==> config.mk <==
export PLATFORM = sky130hd
export DESIGN_NAME = jpeg_zz_reader
export DESIGN_NICKNAME = d
export VERILOG_FILES = /design/src/rtl/jpeg_zz_reader_pkg.sv /design/src/rtl/jpeg_zz_fifo.sv /design/src/rtl/jpeg_zz_reader.sv
export SDC_FILE = /design/constraint.sdc
export NUM_CORES = 1
export LEC_CHECK = 0
export ABC_CLOCK_PERIOD_IN_PS = 6900
export BUFFER_PORTS_ARGS = -buffer_cell sky130_fd_sc_hd__buf_2
export CAP_MARGIN = 5
export CORE_MARGIN = 3
export CORE_UTILIZATION = 60
export DETAILED_ROUTE_END_ITERATION = 10
export PLACE_DENSITY = 0.83
export REMOVE_ABC_BUFFERS = 1
export SLEW_MARGIN = 10
export SYNTH_ARGS = -nofsm -noshare
export SYNTH_HDL_FRONTEND = slang
export SYNTH_HIERARCHICAL = 1
export SYNTH_SLANG_ARGS = --single-unit
==> constraint.sdc <==
create_clock -name clk_i -period 6.9 [get_ports clk_i]
set_clock_uncertainty 0.1 [all_clocks]
set_input_delay 0.69 -clock clk_i [delete_from_list [all_inputs] [get_ports clk_i]]
set_output_delay 0.69 -clock clk_i [all_outputs]
set_load 0.02 [all_outputs]
==> src/rtl/jpeg_zz_reader_pkg.sv <==
// Shared JPEG zigzag-reader definitions: zigzag order, RAM layout, FSM states, beat record.
// Optional zero-run suppression is enabled by defining JPEG_ZZ_RLE_EN.
package jpeg_zz_reader_pkg;

    localparam int unsigned WORDS_PER_BLOCK = 32;
    localparam int unsigned ADDR_W          = 5;
    localparam int unsigned COEF_W          = 16;
    localparam int unsigned POS_W           = 6;

    typedef enum logic [1:0] {
        IDLE  = 2'd0,
        RUN   = 2'd1,
        FLUSH = 2'd2
    } zz_state_e;

    typedef struct packed {
        logic [COEF_W-1:0] coef;
        logic [POS_W-1:0]  pos;
        logic [POS_W-1:0]  run;
    } zz_beat_t;

    // Natural (row-major) index for each zigzag position.
    localparam logic [5:0] ZZ_TABLE [64] = '{
        6'd0,  6'd1,  6'd8,  6'd16, 6'd9,  6'd2,  6'd3,  6'd10,
        6'd17, 6'd24, 6'd32, 6'd25, 6'd18, 6'd11, 6'd4,  6'd5,
        6'd12, 6'd19, 6'd26, 6'd33, 6'd40, 6'd48, 6'd41, 6'd34,
        6'd27, 6'd20, 6'd13, 6'd6,  6'd7,  6'd14, 6'd21, 6'd28,
        6'd35, 6'd42, 6'd49, 6'd56, 6'd57, 6'd50, 6'd43, 6'd36,
        6'd29, 6'd22, 6'd15, 6'd23, 6'd30, 6'd37, 6'd44, 6'd51,
        6'd58, 6'd59, 6'd52, 6'd45, 6'd38, 6'd31, 6'd39, 6'd46,
        6'd53, 6'd60, 6'd61, 6'd54, 6'd47, 6'd55, 6'd62, 6'd63
    };

    // Two coefficients per word: even natural index in the upper half.
    function automatic logic [ADDR_W-1:0] zz_word_addr(input logic [POS_W-1:0] pos);
        return ZZ_TABLE[pos][5:1];
    endfunction

    function automatic logic zz_low_half(input logic [POS_W-1:0] pos);
        return ZZ_TABLE[pos][0];
    endfunction

endpackage

==> src/rtl/jpeg_zz_fifo.sv <==
// Two-entry fall-through FIFO for returned coefficients, with a credit count that
// covers both stored entries and reads still in flight.
module jpeg_zz_fifo
    import jpeg_zz_reader_pkg::*;
(
    input  logic     clk_i,
    input  logic     rst_ni,
    input  logic     issue_i,
    input  logic     ret_i,
    input  logic     push_i,
    input  zz_beat_t din_i,
    input  logic     pop_i,
    output zz_beat_t dout_o,
    output logic     valid_o,
    output logic     credit_o
);

    zz_beat_t   r_mem [2];
    logic       r_wptr;
    logic       r_rptr;
    logic [1:0] r_cnt;
    logic [1:0] r_out;

    logic       w_empty;
    logic       w_store;
    logic       w_take;
    logic [2:0] w_occ;
    logic [2:0] w_free;

    assign w_empty = (r_cnt == 2'd0);
    // Data popped the same cycle it returns into an empty FIFO is never stored.
    assign w_store = push_i && !(w_empty && pop_i);
    assign w_take  = pop_i && !w_empty;
    assign w_occ   = {1'b0, r_cnt} + {1'b0, r_out};
    assign w_free  = {2'b00, pop_i} + {2'b00, (ret_i && !push_i)};

    // Head selection with bypass of returning data and the issue credit.
    always_comb begin
        valid_o  = 1'b0;
        dout_o   = '0;
        credit_o = 1'b0;
        if (w_empty) begin
            valid_o = push_i;
            dout_o  = din_i;
        end else begin
            valid_o = 1'b1;
            dout_o  = r_mem[r_rptr];
        end
        credit_o = (w_occ < (w_free + 3'd2));
    end

    // Storage, pointers, entry count and outstanding-read count.
    always_ff @(posedge clk_i or negedge rst_ni) begin
        if (!rst_ni) begin
            r_mem[0] <= '0;
            r_mem[1] <= '0;
            r_wptr   <= 1'b0;
            r_rptr   <= 1'b0;
            r_cnt    <= 2'd0;
            r_out    <= 2'd0;
        end else begin
            if (w_store) begin
                r_mem[r_wptr] <= din_i;
                r_wptr        <= ~r_wptr;
            end
            if (w_take) begin
                r_rptr <= ~r_rptr;
            end
            r_cnt <= r_cnt + {1'b0, w_store} - {1'b0, w_take};
            r_out <= r_out + {1'b0, issue_i} - {1'b0, ret_i};
        end
    end

endmodule

==> src/rtl/jpeg_zz_reader.sv <==
// Reads one 8x8 block of quantized coefficients from RAM in zigzag order and streams it out.
// Define JPEG_ZZ_RLE_EN to suppress zero coefficients at positions 1..62 and report run lengths.
module jpeg_zz_reader
    import jpeg_zz_reader_pkg::*;
(
    input  logic              clk_i,
    input  logic              rst_ni,
    input  logic              start_i,
    output logic              ram_en_o,
    output logic [ADDR_W-1:0] ram_addr_o,
    input  logic [31:0]       ram_dat_i,
    output logic [COEF_W-1:0] coef_o,
    output logic [POS_W-1:0]  pos_o,
    output logic [POS_W-1:0]  run_o,
    output logic              last_o,
    output logic              valid_o,
    input  logic              ready_i,
    output logic              busy_o,
    output logic              done_o
);

    zz_state_e         r_state;
    zz_state_e         w_state_nxt;
    logic [POS_W-1:0]  r_pos;
    logic [POS_W-1:0]  r_ret_pos;
    logic              r_ret_vld;
    logic              r_ret_sel;
    logic              r_done;

    logic              w_start;
    logic              w_issue;
    logic              w_credit;
    logic              w_keep;
    logic              w_push;
    logic              w_pop;
    logic              w_last;
    logic              w_fifo_valid;
    logic [COEF_W-1:0] w_ret_coef;
    logic [POS_W-1:0]  w_run;
    zz_beat_t          w_din;
    zz_beat_t          w_dout;

    // A start during the done pulse is still inside the block and is ignored.
    assign w_start    = start_i && (r_state == IDLE) && !r_done;
    assign w_issue    = (r_state == RUN) && w_credit;
    assign w_ret_coef = r_ret_sel ? ram_dat_i[15:0] : ram_dat_i[31:16];
    assign w_push     = r_ret_vld && w_keep;
    assign w_din      = {w_ret_coef, r_ret_pos, w_run};
    assign w_pop      = w_fifo_valid && ready_i;
    assign w_last     = w_fifo_valid && (w_dout.pos == 6'd63);

`ifdef JPEG_ZZ_RLE_EN
    logic [POS_W-1:0] r_run;

    assign w_keep = (w_ret_coef != 16'd0) || (r_ret_pos == 6'd0) || (r_ret_pos == 6'd63);
    assign w_run  = r_run;

    // Zeros skipped since the previous emitted coefficient; the count travels with the beat.
    always_ff @(posedge clk_i or negedge rst_ni) begin
        if (!rst_ni) begin
            r_run <= 6'd0;
        end else if (w_push) begin
            r_run <= 6'd0;
        end else if (r_ret_vld) begin
            r_run <= r_run + 6'd1;
        end else begin
            r_run <= r_run;
        end
    end
`else
    assign w_keep = 1'b1;
    assign w_run  = 6'd0;
`endif

    // Next-state logic for the block sequencer.
    always_comb begin
        w_state_nxt = r_state;
        case (r_state)
            IDLE: begin
                if (w_start) w_state_nxt = RUN;
                else         w_state_nxt = IDLE;
            end
            RUN: begin
                if (w_issue && (r_pos == 6'd63)) w_state_nxt = FLUSH;
                else                             w_state_nxt = RUN;
            end
            FLUSH: begin
                if (w_pop && w_last) w_state_nxt = IDLE;
                else                 w_state_nxt = FLUSH;
            end
            default: w_state_nxt = IDLE;
        endcase
    end

    // Sequencer state, read position and the halfword select carried with each read.
    always_ff @(posedge clk_i or negedge rst_ni) begin
        if (!rst_ni) begin
            r_state   <= IDLE;
            r_pos     <= 6'd0;
            r_ret_vld <= 1'b0;
            r_ret_pos <= 6'd0;
            r_ret_sel <= 1'b0;
            r_done    <= 1'b0;
        end else begin
            r_state   <= w_state_nxt;
            r_ret_vld <= w_issue;
            r_done    <= (r_state == FLUSH) && w_pop && w_last;
            if (w_start) begin
                r_pos <= 6'd0;
            end else if (w_issue) begin
                r_pos     <= r_pos + 6'd1;
                r_ret_pos <= r_pos;
                r_ret_sel <= zz_low_half(r_pos);
            end else begin
                r_pos <= r_pos;
            end
        end
    end

    jpeg_zz_fifo u_fifo (
        .clk_i    (clk_i),
        .rst_ni   (rst_ni),
        .issue_i  (w_issue),
        .ret_i    (r_ret_vld),
        .push_i   (w_push),
        .din_i    (w_din),
        .pop_i    (w_pop),
        .dout_o   (w_dout),
        .valid_o  (w_fifo_valid),
        .credit_o (w_credit)
    );

    // Output drive; beat fields read as zero whenever no beat is offered.
    always_comb begin
        ram_en_o   = w_issue;
        ram_addr_o = zz_word_addr(r_pos);
        valid_o    = w_fifo_valid;
        busy_o     = (r_state != IDLE) || r_done;
        done_o     = r_done;
        if (w_fifo_valid) begin
            coef_o = w_dout.coef;
            pos_o  = w_dout.pos;
            run_o  = w_dout.run;
            last_o = w_last;
        end else begin
            coef_o = 16'd0;
            pos_o  = 6'd0;
            run_o  = 6'd0;
            last_o = 1'b0;
        end
    end

endmodule

==> flow_summary.yaml, run 1 <==
cells_and_area:
  final_area_um2: 5590
  fin_nets: 598
  final_core_util_pct: 70.2
  mostFrequentLayoutCells: "dfrtp_1 (79), buf_2 (72), mux2_2 (54)"
  fillerInstances: 639
  instances_no_fill: 645
  final_common_cell: "dfrtp_1"
  drive_gt1_share_pct: 32.6
  diodes: 0
  area_growth_pct: 10.4
floorplan:
  die_x_um: 97.9
  die_area_um2: 9580
  row_count: 32
  ios: 74
  core_area_um2: 7970
  start_util_pct: 63.6
  die_h_um: 97.9
run:
  cap_violations: 0
worst_setup_path:
  endpoint_kind: "output pin"
  cp.arrival_ns: 3.64
  path_max_fanout: 31
  worst-endpoint-required_ns: 6.11
  worstSetupPathType: "reg2out"
  start_kind: "flip-flop"
clock_network:
  cts_tree: "built"
  cts_buffer_depth: 2
  cts-root-buf: "clkbuf_8"
  post-cts-setup-buffers: 0
  cts_resized: 0
  cts_buffers: 9
  holdBufCountCts: 0
  htree_levels: 3
  cts_sinks: 79
  clk_pin_slew_ns: 0.08
  clk_latency_ns: 0.35
power:
  switching_power_mw: 1.31
  p_int_mw: 1.62
  sw_frac_of_total_pct: 44.8
  p_clk_share_pct: 10.3
  combinationalPowerShare_pct: 58.4
  p_total_mw: 2.93
  power.leakage_nw: 2.58
  p_seq_share_pct: 31.2
  p_per_area_nw_per_um2: 524
  ir_drop_mv: 0.249
logic_synthesis:
  async_flop_share_pct: 100
  synth_flop_cell: "dfrtp_1"
  synth_cell_types: 59
  synth_seq_cells: 79
  syn_avg_cell_area_um2: 10.8
  syn_area_um2: 5060
  yosys_warnings: 6
  synth-seq-area-share_pct: 39.0
  netlist_instances: 467
  synth_edf_count: 0
global_route:
  met3_usage_pct: 4.29
  gr-total-overflow: 0
  first_global_vias: 3758
  grt_max_degree: 80
  met1_usage_pct: 27.4
  grt_pass1_wl_um: 17600
  grt.total_usage_pct: 22.3
  busiest_layer: "met2"
  grt_util_met2_pct: 38.7
  antenna_found_initial: 0
sta:
  tns_ns: 0
  fmax_mhz: 226
  drv_slew: 0
  slew_headroom_pct: 27.9
  min_period_ns: 4.43
  worst_pin_slew_ns: 1.08
  whs_ns: 0.373
  hold_viol_final: 0
  setup_viol: 0
  finalWorstSetupSlack_ns: 2.47
  rsz0062_at_grt: "false"
  fin_crit_sh_pct: 64.1
place:
  dpl_cell_area_um2: 5420
  pre_cts_slack_ns: 2.79
  gp_congestion: 0.806
  dp_cells: 630
  place_hpwl_um: 7020
  port_buffers: 73
route:
  wl_per_cell_um: 16.1
  vias: 3687
  drtIter0Drc: 163
  wirelength_um: 10400
  drt_pass1_iterations: 4
  vias_per_cell: 5.72
  drtAntennaViolNets: 0
  drc_errors: 0
run_status:
  status: "complete, no violations"
min_path:
  hold_path_class: "in2async"
worst paths after layout:
path / slack (ns) / cells after the start / from / end
min in group clk_i: 0.41 / 1 / u_fifo/r_mem[33] / u_fifo/r_mem[33]
setup / recovery: 2.47 / 9 / u_fifo/r_cnt[1] / ram_en_o
hold reg to reg: 0.41 / 1 / u_fifo/r_mem[33] / u_fifo/r_mem[33]
max in group asynchronous: 5.67 / 1 / rst_ni / u_fifo/r_mem[8]
setup reg to reg: 3.14 / 11 / u_fifo/r_cnt[1] / r_state[0]
hold / removal: 0.37 / 1 / rst_ni / u_fifo/r_mem[0]
area by class of cell:
type	instances	area, um^2	share of cell area (%)
Multi-Input combinational cell	360	2880	51.5
Sequential cell	79	1980	35.3
Timing Repair Buffer	75	383	6.85
Clock buffer	11	141	2.53
Tap cell	102	128	2.28
Inverter	14	52.6	0.940
Clock inverter	4	30.0	0.537
registers in the layout, summed over array words and instances, names as in the netlist:
name / flops
u_fifo/r_mem: 56
r_ret_sel: 1
u_fifo/r_cnt: 2
u_fifo/r_wptr: 1
r_ret_vld: 1
u_fifo/r_rptr: 1
u_fifo/r_out: 2
r_state: 2
done_o: 1
r_ret_pos: 6
r_pos: 6
kinds of logic (layout without fill, tap and decap cells):
logic type / after synthesis / in the layout / share of synthesized area [%]
muxes: 110 / 110 / 25.5
DFF: 79 / 79 / 39.0
buffers and inverters: 45 / 104 / 5.61
other: 1 / 18 / 0.0740
and+or+nand+nor: 122 / 122 / 12.9
xor gates and xnor gates: 10 / 10 / 1.73
AOI/OAI and AO/OA: 77 / 77 / 9.31
adders and majority gates: 23 / 23 / 5.83
metal layers:
metal / share of wire, % / up-vias
met2: 52 / 98
met5: 0 / -
met1: 42 / 1817
met3: 4.6 / 14
met4: 1.5 / 0
li1: - / 1758
Yosys cell counts (3+ instances only):
| cell type | number | area share, % |
|---|---|---|
| or3_1 | 3 | 0.37 |
| xnor2_1 | 9 | 1.6 |
| and2_1 | 31 | 3.8 |
| dfrtp_1 | 79 | 39 |
| mux2i_1 | 34 | 6.7 |
| buf_2 | 7 | 0.69 |
| buf_4 | 3 | 0.44 |
| mux2_2 | 54 | 12 |
| o21ai_0 | 39 | 3.9 |
| a21oi_1 | 10 | 0.99 |
| o21ai_1 | 4 | 0.40 |
| nand2b_1 | 7 | 0.86 |
| ha_1 | 22 | 5.4 |
| nor2_1 | 10 | 0.74 |
| inv_2 | 3 | 0.22 |
| a32oi_1 | 3 | 0.52 |
| nor2b_1 | 4 | 0.49 |
| mux2_4 | 20 | 5.9 |
| nand2_1 | 49 | 3.6 |
| clkbuf_1 | 11 | 0.82 |
| nand3_1 | 4 | 0.40 |
| buf_6 | 5 | 1.1 |
| inv_1 | 11 | 0.82 |
critical path, stage by stage, from the launching register on:
cell	delay (ns)
dfrtp_1	0.50
or3_1	0.75
and2_1	0.35
ha_1	0.24
ha_1	0.30
a21o_1	0.16
a21oi_1	0.16
nand3b_2	0.31
inv_2	0.31
buf_2	0.21
power by group through the flow:
stage | Clock, mW | Sequential, mW | Combinational [mW]
floorplan | 0 | 0.868 | 1.29
global placement | 0 | 0.895 | 1.65
detailed placement | 0 | 0.921 | 1.72
CTS | 0.312 | 0.913 | 1.73
global route | 0.332 | 0.951 | 1.89
finish | 0.303 | 0.915 | 1.71
Power figures use the tool's default switching activity.
==> run 2: changes to the inputs <==
- ABC_AREA: unset -> 1
- ABC_CLOCK_PERIOD_IN_PS: 6900 -> 3640
- CORE_UTILIZATION: 60 -> 53
- PLACE_DENSITY: 0.83 -> 0.77
- clock period: 6.9 -> 3.64 ns (I/O delays scaled with it)
==> run 2 against run 1 <==
Worst setup slack got worse by 2.1 ns. Critical path depth up 4. Sequential cell count did not move. Count of clock-buffer cells in the layout is 1 lower. Utilization shrank 9.4 points. Synthesized cell count grew 59%. Hold slack worse by 0.32 ns. Via count up 34%. Highest routed layer unchanged.
==> flow_summary.yaml, run 2 <==
sta:
  fmax_mhz: 302
  fin_crit_sh_pct: 91.0
  min_period_ns: 3.31
  drv_slew: 0
  slew_headroom_pct: 34.5
  hold_viol_final: 0
  rsz0062_at_grt: "false"
  worst_pin_slew_ns: 0.982
  whs_ns: 0.0528
  setup_viol: 0
cells_and_area:
  largest_register_ffs: 56
  fillerInstances: 940
  area_growth_pct: 10.8
  reg_top3: "u_fifo/r_mem x56, r_pos x6, r_ret_pos x6"
  diodes: 0
  drive_gt1_share_pct: 17.4
  final_common_cell: "nand2_1"
  largest-register: "u_fifo/r_mem"
  fin_nets: 859
  mostFrequentLayoutCells: "nand2_1 (293), inv_1 (83), dfrtp_1 (78)"
clock_network:
  cts_resized: 0
  cts_buffers: 9
  post-cts-setup-buffers: 0
  cts_tree: "built"
  clk_latency_ns: 0.36
  holdBufCountCts: 0
  cts_buffer_depth: 2
  htree_levels: 3
  cts-root-buf: "clkbuf_8"
  cts_sinks: 79
  clk_pin_slew_ns: 0.09
floorplan:
  ios: 74
  start_util_pct: 54.8
  core_area_um2: 9820
  row_count: 36
  die_x_um: 107
  die_area_um2: 11400
  die_h_um: 107
global_route:
  grt_pass1_wl_um: 21900
  grt_max_degree: 80
  antenna_found_initial: 0
  grt.total_usage_pct: 23.3
  gr-total-overflow: 0
  first_global_vias: 4767
route:
  drc_errors: 0
  vias_per_cell: 5.28
  vias: 4948
  drt_pass1_iterations: 5
  wl_per_cell_um: 13.7
  wirelength_um: 12800
  drtAntennaViolNets: 0
  drtIter0Drc: 371
place:
  gp_congestion: 0.895
  port_buffers: 73
  place_hpwl_um: 8270
run_status:
  status: "complete, no violations"
logic_synthesis:
  async_flop_share_pct: 100
  synth-seq-area-share_pct: 36.7
  synth_edf_count: 0
  synth_cell_types: 39
  yosys_warnings: 6
  syn_avg_cell_area_um2: 7.27
  synth_top_area_cell: "dfrtp_1"
  synthMostInstantiatedCell: "nand2_1"
  synth_top_area_share_pct: 36.7
  synth_area_leaders: "dfrtp_1 (37%), nand2_1 (20%), nand4_1 (7.0%)"
  syn_area_um2: 5380
  synth_seq_cells: 79
  netlist_instances: 741
  ys_top_cells_by_count: "nand2_1 (293), inv_1 (83), dfrtp_1 (79)"
  synth_flop_cell: "dfrtp_1"
worst_setup_path:
  slowest_delay_ns: 0.45
  critical_path.cell_chain: "nor2_4 > inv_1 > or2_2 > nand2_1 > inv_1 > ha_1 > ha_1 > nand2_1 > nand2_1 > a21oi_1 > nand3_4 > clkinv_4 > buf_2"
  cp.arrival_ns: 2.85
  path_common_cell: "nand2_1"
  worst-endpoint-required_ns: 3.18
  start_kind: "flip-flop"
  endpoint_kind: "output pin"
  worstSetupPathType: "reg2out"
  slowest_stage: "dfrtp_1"
  path_max_fanout: 17
min_path:
  hold_path_class: "in2async"
run:
  cap_violations: 0
[run 2: cell count changes in the layout (fill, tap and decap cells not counted), sizes merged, moves of 6 or more]
cell    before  now
and2        31    0
inv         15   89
nor2        12   18
buf         75   82
nand2b       7    0
o21ai       43   21
o211ai       2   30
xnor2        9    2
mux2i       34    0
mux2        74   16
nand3        4   29
nand2       49  301
nand4        2   60
[run 2: through the flow]
stage | utilization [%] | setup slack [ns] | setup TNS [ns] | instance area (um^2) | instances
CTS | 60.8 | 0.307 | 0 | 5970 | 938
floorplan | - | -0.0417 | -0.0417 | 5140 | 707
global route | 60.8 | 0.0758 | 0 | 5970 | 938
detailed placement | 58.5 | 0.703 | 0 | 5740 | 922
global placement | 58.5 | 0.784 | 0 | 5740 | 922
finish | 60.8 | 0.326 | 0 | 5970 | 938
[run 2: final timing paths]
kind	slack [ns]	end	depth (start not counted)	from
setup / recovery	0.33	ram_en_o	13	u_fifo/r_cnt[1]
hold reg to reg	0.38	u_fifo/r_mem[8]	2	u_fifo/r_mem[8]
setup reg to reg	0.79	u_fifo/r_out[1]	16	u_fifo/r_cnt[1]
min in group clk_i	0.32	r_state[0]	3	start_i
hold / removal	0.05	u_fifo/r_mem[31]	1	rst_ni
max in group asynchronous	2.68	r_ret_vld	1	rst_ni
[run 2: cell type report]
type / instances / area (um^2) / share of cell area (%)
Multi-Input combinational cell: 538 / 2820 / 47.2
Sequential cell: 79 / 1980 / 33.2
Timing Repair Buffer: 82 / 435 / 7.30
Inverter: 90 / 345 / 5.79
Tap cell: 133 / 166 / 2.79
Clock buffer: 10 / 128 / 2.14
Clock inverter: 6 / 95.1 / 1.59
[run 2: critical path, delay by kind of cell (launching register included)]
kind | cells | cell delay [ns]
simple gates | 6 | 0.83
fa+ha+maj | 2 | 0.52
buf+inv | 4 | 0.45
flops | 1 | 0.45
compound gates | 1 | 0.24
[run 2: cell families (layout without fill, tap and decap cells)]
logic type	after synthesis	count (layout)	share of synthesized area (%)
multiplexers	16	16	3.35
other	1	18	0.0697
XOR/XNOR	3	3	0.488
AND/OR/NAND/NOR	412	412	33.7
adder cells (fa/ha/maj)	23	23	5.48
AO/OA/AOI/OAI	66	66	8.09
flip-flops	79	79	36.7
buffers and inverters	141	188	12.1
[run 2: metal layers]
layer	vias up	share of wire [%]	GRT usage (%)
met2	155	48	41.4
li1	2486	-	-
met3	22	5.9	3.61
met1	2285	44	28.9
met4	0	2.1	7.85
met5	-	0	0
Power of run 2 is not shown: default switching activity piles up to over one toggle a cycle in this logic, so the estimate is an artifact.
